==> config.mk <==
export PLATFORM = sky130hd
export DESIGN_NAME = sd_dat_tx_ctrl
export DESIGN_NICKNAME = d
export VERILOG_FILES = /design/src/rtl/sd_dat_tx_ctrl.sv
export SDC_FILE = /design/constraint.sdc
export NUM_CORES = 1
export LEC_CHECK = 0
export BUFFER_PORTS_ARGS = -buffer_cell sky130_fd_sc_hd__clkbuf_2
export CAP_MARGIN = 20
export CORE_MARGIN = 2
export CORE_UTILIZATION = 50
export DETAILED_ROUTE_END_ITERATION = 8
export GPL_ROUTABILITY_DRIVEN = 0
export GPL_TIMING_DRIVEN = 0
export PLACE_DENSITY = 0.84
export SLEW_MARGIN = 0
export SYNTH_ARGS = -nofsm -noshare
export SYNTH_HDL_FRONTEND = slang
export SYNTH_SLANG_ARGS = --single-unit
==> constraint.sdc <==
create_clock -name sdClk -period 3.2 [get_ports sdClk]
set_input_delay 0.64 -clock sdClk [delete_from_list [all_inputs] [get_ports sdClk]]
set_output_delay 0.64 -clock sdClk [all_outputs]
set_load 0.02 [all_outputs]
==> src/rtl/sd_dat_tx_ctrl.sv <==
// sd_dat_tx_ctrl: sequences one SD write data block on the DAT lines.
//   Serializes bytes from a valid/ready stream in 1-bit or 4-bit mode,
//   frames them with a start bit, per-lane CRC16 and an end bit, then
//   collects the card's CRC-status token and (optionally) waits out busy.
// Ports:
//   sdClk, sdRst             clock, synchronous active-high reset
//   start, wide_bus          block request (idle only), bus width at accept
//   byte_in/valid/ready      byte stream, consumed when valid && ready
//   crc_rst/en/in, crc_out   control of / results from four CRC16 lane units
//   dat_out, dat_oe, dat_in  DAT line drive, enable and sampled lines
//   busy, done, err_code     status; err 00 ok, 01 crc neg, 10 timeout, 11 underrun
//   crc_status               last received status token
// Build option: define SD_TX_BUSY_WAIT_EN to monitor DAT0 busy after a
//   positive status token (bounded by BUSY_TIMEOUT).
module sd_dat_tx_ctrl #(
    parameter int unsigned BLOCK_BYTES  = 512,
    parameter int unsigned RESP_TIMEOUT = 64,
    parameter int unsigned BUSY_TIMEOUT = 65535
) (
    input  logic        sdClk,
    input  logic        sdRst,
    input  logic        start,
    input  logic        wide_bus,
    input  logic [7:0]  byte_in,
    input  logic        byte_valid,
    output logic        byte_ready,
    output logic        crc_rst,
    output logic        crc_en,
    output logic [3:0]  crc_in,
    input  logic [63:0] crc_out,
    output logic [3:0]  dat_out,
    output logic        dat_oe,
    input  logic [3:0]  dat_in,
    output logic        busy,
    output logic        done,
    output logic [1:0]  err_code,
    output logic [2:0]  crc_status
);

    localparam int unsigned BYTE_W  = (BLOCK_BYTES > 1) ? $clog2(BLOCK_BYTES) : 1;
    localparam int unsigned CNT_MAX0 = (BUSY_TIMEOUT > RESP_TIMEOUT) ? BUSY_TIMEOUT : RESP_TIMEOUT;
    localparam int unsigned CNT_MAX = (CNT_MAX0 > 16) ? CNT_MAX0 : 16;
    localparam int unsigned CNT_W   = $clog2(CNT_MAX + 1);

    typedef enum logic [3:0] {
        ST_IDLE, ST_PRE, ST_START, ST_DATA, ST_CRC, ST_END,
        ST_TURN, ST_RESP, ST_STAT, ST_BUSY, ST_DONE
    } state_t;

    state_t             state_q, state_d;
    logic               wide_q, wide_d;
    logic [7:0]         byte_q, byte_d;
    logic [2:0]         bit_q, bit_d;
    logic [BYTE_W-1:0]  bcnt_q, bcnt_d;
    logic [CNT_W-1:0]   cnt_q, cnt_d;
    logic [1:0]         err_q, err_d;
    logic [2:0]         status_q, status_d;

    logic [3:0][15:0]   crc_lane;
    logic [3:0]         crc_idx;
    logic [3:0]         crc_bits;
    logic [3:0]         lane_mask;
    logic [3:0]         data_bits;
    logic               last_bit;
    logic               unused_dat;

    // Only DAT0 carries the card's response.
    assign unused_dat = ^dat_in[3:1];

    // Per-cycle line values for the DATA and CRC phases; unused lanes idle high.
    assign crc_lane  = crc_out;
    assign crc_idx   = 4'd15 - cnt_q[3:0];
    assign crc_bits  = wide_q ? {crc_lane[3][crc_idx], crc_lane[2][crc_idx],
                                 crc_lane[1][crc_idx], crc_lane[0][crc_idx]}
                              : {3'b111, crc_lane[0][crc_idx]};
    assign lane_mask = wide_q ? 4'hF : 4'h1;
    assign data_bits = wide_q ? (bit_q[0] ? byte_q[3:0] : byte_q[7:4])
                              : {3'b111, byte_q[3'd7 - bit_q]};
    assign last_bit  = wide_q ? (bit_q == 3'd1) : (bit_q == 3'd7);

    assign busy       = (state_q != ST_IDLE);
    assign err_code   = err_q;
    assign crc_status = status_q;

    // State and datapath registers.
    always_ff @(posedge sdClk) begin
        if (sdRst) begin
            state_q  <= ST_IDLE;
            wide_q   <= 1'b0;
            byte_q   <= 8'h00;
            bit_q    <= 3'd0;
            bcnt_q   <= '0;
            cnt_q    <= '0;
            err_q    <= 2'b00;
            status_q <= 3'b000;
        end else begin
            state_q  <= state_d;
            wide_q   <= wide_d;
            byte_q   <= byte_d;
            bit_q    <= bit_d;
            bcnt_q   <= bcnt_d;
            cnt_q    <= cnt_d;
            err_q    <= err_d;
            status_q <= status_d;
        end
    end

    // Next-state and line/CRC control decode.
    always_comb begin
        state_d    = state_q;
        wide_d     = wide_q;
        byte_d     = byte_q;
        bit_d      = bit_q;
        bcnt_d     = bcnt_q;
        cnt_d      = cnt_q;
        err_d      = err_q;
        status_d   = status_q;
        byte_ready = 1'b0;
        crc_rst    = 1'b0;
        crc_en     = 1'b0;
        crc_in     = 4'h0;
        dat_out    = 4'hF;
        dat_oe     = 1'b0;
        done       = 1'b0;

        case (state_q)
            ST_IDLE: begin
                if (start) begin
                    state_d  = ST_PRE;
                    wide_d   = wide_bus;
                    err_d    = 2'b00;
                    status_d = 3'b000;
                end
            end
            ST_PRE: begin
                dat_oe  = 1'b1;
                crc_rst = 1'b1;
                state_d = ST_START;
            end
            ST_START: begin
                dat_oe     = 1'b1;
                dat_out    = ~lane_mask;
                byte_ready = 1'b1;
                bit_d      = 3'd0;
                bcnt_d     = '0;
                if (byte_valid) begin
                    byte_d  = byte_in;
                    state_d = ST_DATA;
                end else begin
                    dat_oe  = 1'b0;
                    err_d   = 2'b11;
                    state_d = ST_DONE;
                end
            end
            ST_DATA: begin
                dat_oe  = 1'b1;
                dat_out = data_bits;
                crc_en  = 1'b1;
                crc_in  = wide_q ? data_bits : {3'b000, data_bits[0]};
                if (!last_bit) begin
                    bit_d = bit_q + 3'd1;
                end else if (bcnt_q == BYTE_W'(BLOCK_BYTES - 1)) begin
                    cnt_d   = '0;
                    state_d = ST_CRC;
                end else begin
                    byte_ready = 1'b1;
                    if (byte_valid) begin
                        byte_d = byte_in;
                        bit_d  = 3'd0;
                        bcnt_d = bcnt_q + BYTE_W'(1);
                    end else begin
                        // Underrun: release the bus and keep the CRC units frozen.
                        dat_oe  = 1'b0;
                        crc_en  = 1'b0;
                        crc_in  = 4'h0;
                        err_d   = 2'b11;
                        state_d = ST_DONE;
                    end
                end
            end
            ST_CRC: begin
                dat_oe  = 1'b1;
                dat_out = crc_bits;
                if (cnt_q[3:0] == 4'd15) begin
                    state_d = ST_END;
                end else begin
                    cnt_d = cnt_q + CNT_W'(1);
                end
            end
            ST_END: begin
                dat_oe  = 1'b1;
                cnt_d   = '0;
                state_d = ST_TURN;
            end
            ST_TURN: begin
                if (cnt_q[0]) begin
                    cnt_d   = '0;
                    state_d = ST_RESP;
                end else begin
                    cnt_d = cnt_q + CNT_W'(1);
                end
            end
            ST_RESP: begin
                if (!dat_in[0]) begin
                    cnt_d   = '0;
                    state_d = ST_STAT;
                end else if (cnt_q == CNT_W'(RESP_TIMEOUT - 1)) begin
                    err_d   = 2'b10;
                    state_d = ST_DONE;
                end else begin
                    cnt_d = cnt_q + CNT_W'(1);
                end
            end
            ST_STAT: begin
                // Three token bits MSB first, then one end-bit cycle.
                if (cnt_q[1:0] != 2'd3) begin
                    status_d = {status_q[1:0], dat_in[0]};
                    cnt_d    = cnt_q + CNT_W'(1);
                end else if (status_q == 3'b010) begin
`ifdef SD_TX_BUSY_WAIT_EN
                    cnt_d   = '0;
                    state_d = ST_BUSY;
`else
                    err_d   = 2'b00;
                    state_d = ST_DONE;
`endif
                end else begin
                    err_d   = 2'b01;
                    state_d = ST_DONE;
                end
            end
`ifdef SD_TX_BUSY_WAIT_EN
            ST_BUSY: begin
                if (dat_in[0]) begin
                    err_d   = 2'b00;
                    state_d = ST_DONE;
                end else if (cnt_q == CNT_W'(BUSY_TIMEOUT - 1)) begin
                    err_d   = 2'b10;
                    state_d = ST_DONE;
                end else begin
                    cnt_d = cnt_q + CNT_W'(1);
                end
            end
`endif
            ST_DONE: begin
                done    = 1'b1;
                state_d = ST_IDLE;
            end
            default: begin
                state_d = ST_IDLE;
            end
        endcase
    end

endmodule

==> flow_metrics.py, run 1 <==
metrics = {
    "sta": {
        "tightest_slew_ns": 0.654,
        "fmax_mhz": 327,
        "setup_viol": 0,
        "fin_tns_setup_ns": 0,
        "slew_headroom_pct": 56.4,
        "period_share_pct": 95.6,
        "fin_crit_ns": 3.06,
        "hold_ws_ns": 0.472,
        "slew_viol_final": 0,
        "hold_viol_final": 0,
        "rsz0062_at_grt": "no",
        "finClkSkew_ns": 0.00673,
    },
    "power_and_ir_drop": {
        "pwr_density_cell_nw_per_um2": 493,
        "finalPower_mw": 2.19,
        "power.static_leakage_nw": 1.75,
        "peakVddDrop_mv": 0.209,
    },
    "drt": {
        "drc": 0,
        "via_per_inst": 6.32,
        "wl_per_cell_um": 17.7,
        "wirelength_um": 10800,
        "detail-route-antenna-nets": 0,
        "drtPass1Iterations": 5,
        "routed-via-count": 3849,
        "first_iter_violations": 314,
    },
    "critical_path": {
        "rr_endpoint": "cnt_q[2]$_SDFFE_PP0P_",
        "slowest_stage": "mux4_2",
        "critPathKind": "reg2out",
        "cp-end-kind": "output port",
        "critical_path.top_delay_family": "multiplexers",
        "crit_path_start_kind": "flip-flop",
        "critical_path_arrival_ns": 2.42,
        "r2r_slack_ns": 0.88,
        "critical_path_required_ns": 2.56,
        "crit_chain": "buf_6 > clkbuf_4 > mux4_2 > mux4_2 > inv_1 > o221ai_2 > clkbuf_2",
        "reg2reg_depth": 8,
        "cpMostUsedCell": "mux4_2",
        "cp_max_fo": 10,
        "r2r-start": "bit_q[1]$_SDFFE_PP0P_",
        "critical_path_buf_inv_count": 4,
        "cp_slowest_stage_delay_ns": 0.51,
        "critPathLaunch": "cnt_q[0]$_SDFFE_PP0P_",
    },
    "grt": {
        "grt_pass1_vias": 3668,
        "antenna_found_initial": 0,
        "grt_pass1_wl_um": 17500,
        "grt-ovfl-total": 0,
        "grt_max_degree": 14,
        "grt_util_all_layers_pct": 26.3,
    },
    "hold_path": {
        "whs_path_depth": 2,
        "hp-class": "reg2reg",
        "whs_endpoint": "err_code[0]$_SDFFE_PP0P_",
        "hp-start": "err_code[0]$_SDFFE_PP0P_",
    },
    "yosys": {
        "ys_ff_latch": 46,
        "netlist_instances": 406,
        "syn_avg_cell_area_um2": 9.15,
        "async_flop_share_pct": 0,
        "yosysWarnings": 0,
        "syn-num-nets": 495,
        "yosysSeqAreaShare_pct": 24.8,
        "synth_edf_count": 0,
        "ys.flop_type": "dfxtp_1",
        "synth.cell_area_um2": 3710,
        "synth_cell_type_count": 78,
    },
    "clocking": {
        "cts_tree": "yes",
        "clockBufferDepth": 2,
        "cts_sinks": 46,
        "clk_latency_ns": 0.30,
        "clk_pin_slew_ns": 0.09,
        "cts_made_buffers": 5,
        "cts-root-buf": "clkbuf_8",
        "htreeDepth": 2,
        "post_cts_buffers": 0,
    },
    "layout": {
        "stdcell_area_um2": 4430,
        "n_antenna_cell": 0,
        "nNetsFinal": 598,
        "drive_above_1_share_pct": 31.6,
        "n_fill_cell": 648,
        "ff_latch_area_um2": 922,
        "area_growth_pct": 19.3,
        "multi_input_area_um2": 2550,
    },
    "floorplan": {
        "core_um2": 7210,
        "die_w_um": 90.2,
        "die_area_um2": 8130,
        "ios": 100,
        "initial_utilization_pct": 51.5,
        "die_h_um": 90.2,
        "num_rows": 31,
    },
    "placed_design": {
        "port_buffers": 96,
        "post_dp_cell_area_um2": 4320,
        "place_hpwl_um": 8270,
    },
    "status": {
        "status": "finished clean",
    },
    "job": {
        "maxCapViolCount": 0,
    },
}
==> cell usage after synthesis, types with 10 or more instances <==
cell type	number	share of area, %
mux4_2	11	6.7
nand3_1	22	3.0
clkbuf_1	10	1.0
nand2b_1	11	1.9
inv_1	13	1.3
a21oi_1	23	3.1
o21ai_0	14	1.9
mux4_1	11	7.8
nor2_1	43	4.3
mux2i_1	17	4.6
buf_2	10	1.3
dfxtp_1	46	25
nand2_1	25	2.5
==> power breakdown <==
| group | total (mW) | internal, mW | switching, mW |
|---|---|---|---|
| registers | 0.669 | 0.618 | 0.0513 |
| clock network | 0.432 | 0.234 | 0.198 |
| logic | 1.08 | 0.429 | 0.656 |
| total | 2.19 | 1.28 | 0.905 |
==> timing repair <==
| action | 4_1_cts | 5_1_grt |
|---|---|---|
| endpoints found under the setup margin | 0 | 4 |
| resized for setup | 0 | 6 |
| hold buffers | 0 | 0 |
==> registers in the layout (all words and copies together), names as in the netlist <==
name        count
byte_q          8
bcnt_q          9
err_code        2
crc_status      3
wide_q          1
state_q         4
cnt_q          16
bit_q           3
==> how the worst max path moves through the flow <==
| stage | depth (start not counted) | to | slack (ns) |
|---|---|---|---|
| floorplan | 6 | dat_out[1] | 0.65 |
| global placement | 7 | dat_out[2] | 0.38 |
| detailed placement | 7 | dat_out[2] | 0.40 |
| CTS | 7 | dat_out[2] | 0.05 |
| global route | 7 | dat_out[2] | 0.03 |
| finish | 7 | dat_out[2] | 0.14 |
==> metrics by stage <==
step	instances	utilization, %	worst slack, ns
detailed placement	601	59.9	0.396
global placement	601	59.9	0.384
CTS	609	61.3	0.0512
floorplan	406	-	0.650
finish	609	61.4	0.142
global route	609	61.4	0.0269
==> layer usage <==
metal / up-vias / part of all wire [%] / track usage (%)
met4: 0 / 3.6 / 12.3
met1: 1772 / 38 / 31.5
met5: - / 0 / 0
met2: 254 / 50 / 46.6
li1: 1780 / - / -
met3: 43 / 8.4 / 3.44
==> area by class of cell <==
class | instances | share of cell area, %
Timing Repair Buffer | 96 | 10.8
Sequential cell | 46 | 20.8
Buffer | 30 | 4.32
Multi-Input combinational cell | 316 | 57.6
Tap cell | 99 | 2.80
Clock inverter | 1 | 0.678
Inverter | 14 | 1.19
Clock buffer | 7 | 1.72
==> worst reg2reg max path: cells and delay by family, from the launching register on <==
family                     cells  cell delay (ns)
adders and majority gates      2             0.32
DFF                            1             0.44
and+or+nand+nor                2             0.51
buffers and inverters          1             0.17
AOI/OAI and AO/OA              3             0.74
==> cells in the final DEF (no fill, tap or decap), types with 4 or more instances in the layout <==
cell / netlist / routed
clkbuf_2: 0 / 98
dfxtp_1: 46 / 45
nor2_1: 43 / 43
nand2_1: 25 / 25
a21oi_1: 23 / 23
nand3_1: 22 / 22
mux2i_1: 17 / 17
o21ai_0: 14 / 14
inv_1: 13 / 13
nand2b_1: 11 / 11
mux4_2: 11 / 11
mux4_1: 11 / 11
clkbuf_1: 10 / 10
buf_2: 10 / 9
ha_1: 8 / 8
a31oi_1: 7 / 7
and3_1: 6 / 6
o21ai_1: 6 / 6
nor3_1: 6 / 6
xnor2_1: 6 / 6
a211oi_1: 5 / 5
clkbuf_8: 0 / 5
nand4_1: 4 / 4
buf_4: 4 / 4
buf_6: 4 / 4
nor2b_1: 4 / 4
o311ai_1: 4 / 4
==> cell families after synthesis <==
logic type                 count (synthesis)  synth area share, %
and+or+nand+nor                          154                 23.3
AOI/OAI and AO/OA                        106                 21.5
DFF                                       46                 24.8
buffers and inverters                     44                 6.44
muxes                                     41                 19.6
adders and majority gates                  8                 2.70
xor gates and xnor gates                   7                 1.65
No activity file was read; power rests on OpenSTA's default activity.
==> inputs of run 2 (changes only) <==
--- a/config.mk
+++ b/config.mk
@@ -7,12 +7,11 @@
 export LEC_CHECK = 0
 export BUFFER_PORTS_ARGS = -buffer_cell sky130_fd_sc_hd__clkbuf_2
 export CAP_MARGIN = 20
-export CORE_MARGIN = 2
-export CORE_UTILIZATION = 50
+export CORE_UTILIZATION = 54
 export DETAILED_ROUTE_END_ITERATION = 8
 export GPL_ROUTABILITY_DRIVEN = 0
 export GPL_TIMING_DRIVEN = 0
-export PLACE_DENSITY = 0.84
+export PLACE_DENSITY = 0.89
 export SLEW_MARGIN = 0
 export SYNTH_ARGS = -nofsm -noshare
 export SYNTH_HDL_FRONTEND = slang
==> flow_metrics.py, run 2 (synthesis gave the netlist of run 1 again) <==
metrics = {
    "status": {
        "status": "finished, violations left",
        "failed_checks": "DRC",
    },
    "sta": {
        "slew_viol_final": 0,
        "slew_headroom_pct": 59.2,
        "rsz0062_at_grt": "no",
        "period_share_pct": 96.7,
        "fin_crit_ns": 3.10,
        "finClkSkew_ns": 0.00322,
        "setup_viol": 0,
        "tightest_slew_ns": 0.612,
        "fin_tns_setup_ns": 0,
        "hold_viol_final": 0,
        "fmax_mhz": 323,
    },
    "critical_path": {
        "crit_chain": "buf_6 > clkbuf_4 > mux4_2 > mux4_2 > inv_1 > o221ai_2 > clkbuf_2",
        "cp-end-kind": "output port",
        "slowest_stage": "mux4_2",
        "critical_path_required_ns": 2.56,
        "critical_path_buf_inv_count": 4,
        "critPathKind": "reg2out",
        "crit_path_start_kind": "flip-flop",
        "cp_max_fo": 10,
        "cpMostUsedCell": "mux4_2",
        "critical_path_arrival_ns": 2.46,
        "cp_slowest_stage_delay_ns": 0.52,
        "critical_path.top_delay_family": "multiplexers",
    },
    "layout": {
        "drive_above_1_share_pct": 31.8,
        "n_antenna_cell": 0,
        "multi_input_area_um2": 2560,
        "nNetsFinal": 598,
        "ff_latch_area_um2": 922,
        "n_fill_cell": 492,
        "area_growth_pct": 18.2,
        "regMostFlops": "cnt_q",
        "largest_register_ff_count": 16,
        "layout_common_cells": "clkbuf_2, dfxtp_1, nor2_1",
        "top_regs": "cnt_q x16, bcnt_q x9, byte_q x8",
        "layout_commonest_cell": "clkbuf_2",
        "post-route-util_pct": 67.6,
    },
    "drt": {
        "detail-route-antenna-nets": 0,
        "drtPass1Iterations": 7,
        "first_iter_violations": 403,
        "via_per_inst": 6.63,
        "wl_per_cell_um": 18.2,
        "wl_met1_um": 4040,
        "highest_layer": "met4",
        "routed-via-count": 3894,
        "wl_met2_um": 5350,
        "dr_wl_met3_um": 874,
        "drc": 1,
        "wirelength_um": 10700,
    },
    "grt": {
        "grt_pass1_wl_um": 17600,
        "antenna_found_initial": 0,
        "grt_util_all_layers_pct": 30.7,
        "grt_max_degree": 14,
        "grt-ovfl-total": 0,
        "grt_pass1_vias": 3721,
    },
    "floorplan": {
        "die_area_um2": 7210,
        "num_rows": 29,
        "die_w_um": 84.9,
        "core_um2": 6490,
        "ios": 100,
        "die_h_um": 84.9,
        "initial_utilization_pct": 57.2,
    },
    "power_and_ir_drop": {
        "peakVddDrop_mv": 0.194,
        "power.static_leakage_nw": 1.75,
        "pwr_density_cell_nw_per_um2": 485,
    },
    "clocking": {
        "cts-root-buf": "clkbuf_8",
        "clk_latency_ns": 0.30,
        "cts_sinks": 46,
        "cts_made_buffers": 5,
        "clk_pin_slew_ns": 0.08,
        "clockBufferDepth": 2,
        "cts_tree": "yes",
        "hold_buffers": 0,
        "htreeDepth": 2,
    },
    "hold_path": {
        "hp-class": "reg2reg",
    },
    "placed_design": {
        "place_hpwl_um": 8090,
        "port_buffers": 96,
    },
    "job": {
        "maxCapViolCount": 0,
    },
}
-- run 2: final timing paths --
| path | from | depth (start not counted) | end | slack (ns) |
|---|---|---|---|---|
| setup / recovery | cnt_q[0]$_SDFFE_PP0P_ | 7 | dat_out[2] | 0.10 |
| hold / removal | crc_status[2]$_SDFFE_PP0P_ | 2 | crc_status[2]$_SDFFE_PP0P_ | 0.47 |
| setup reg to reg | bit_q[1]$_SDFFE_PP0P_ | 9 | cnt_q[6]$_SDFFE_PP0P_ | 0.78 |
| hold reg to reg | crc_status[2]$_SDFFE_PP0P_ | 2 | crc_status[2]$_SDFFE_PP0P_ | 0.47 |
-- run 2: power breakdown --
group,total [mW],switching (mW),internal [mW]
clock network,0.376,0.202,0.175
registers,0.669,0.0510,0.618
logic,1.08,0.655,0.429
total,2.13,0.907,1.22
-- run 2: layer usage --
layer / vias up / GRT usage [%]
met5: - / 0
met4: 0 / 14.6
met3: 44 / 4.57
met2: 249 / 53.4
met1: 1829 / 37.3
li1: 1772 / -
-- run 2: metrics by stage --
step,instances,worst slack (ns),hold WS (ns),instance area (um^2),total power [mW]
after floorplan,406,0.650,0.450,3710,1.45
after global placement,579,0.421,0.451,4290,1.71
after detailed placement,579,0.376,0.467,4290,1.74
after CTS,587,0.0243,0.480,4380,2.11
after global routing,587,0.00826,0.497,4390,2.24
final,587,0.104,0.474,4390,2.13
-- run 2: layout make-up --
type | count | share of cell area, %
inverter | 14 | 1.20
buffer | 30 | 4.33
clock inverter | 1 | 0.114
timing repair buffer | 96 | 10.9
sequential | 46 | 21.0
tap | 77 | 2.19
multi-input combinational | 316 | 58.3
clock buffer | 7 | 1.97
-- run 2: timing repair --
item / in CTS / in global routing
gates resized for setup: 0 / 5
endpoints found under the setup margin: 0 / 3
setup buffers: 0 / 0
-- run 2: tightest hold or removal path, delay by kind of cell, from the launching register on --
| kind | cells | cell delay (ns) |
|---|---|---|
| and+or+nand+nor | 1 | 0.05 |
| AOI/OAI and AO/OA | 1 | 0.05 |
| DFF | 1 | 0.33 |
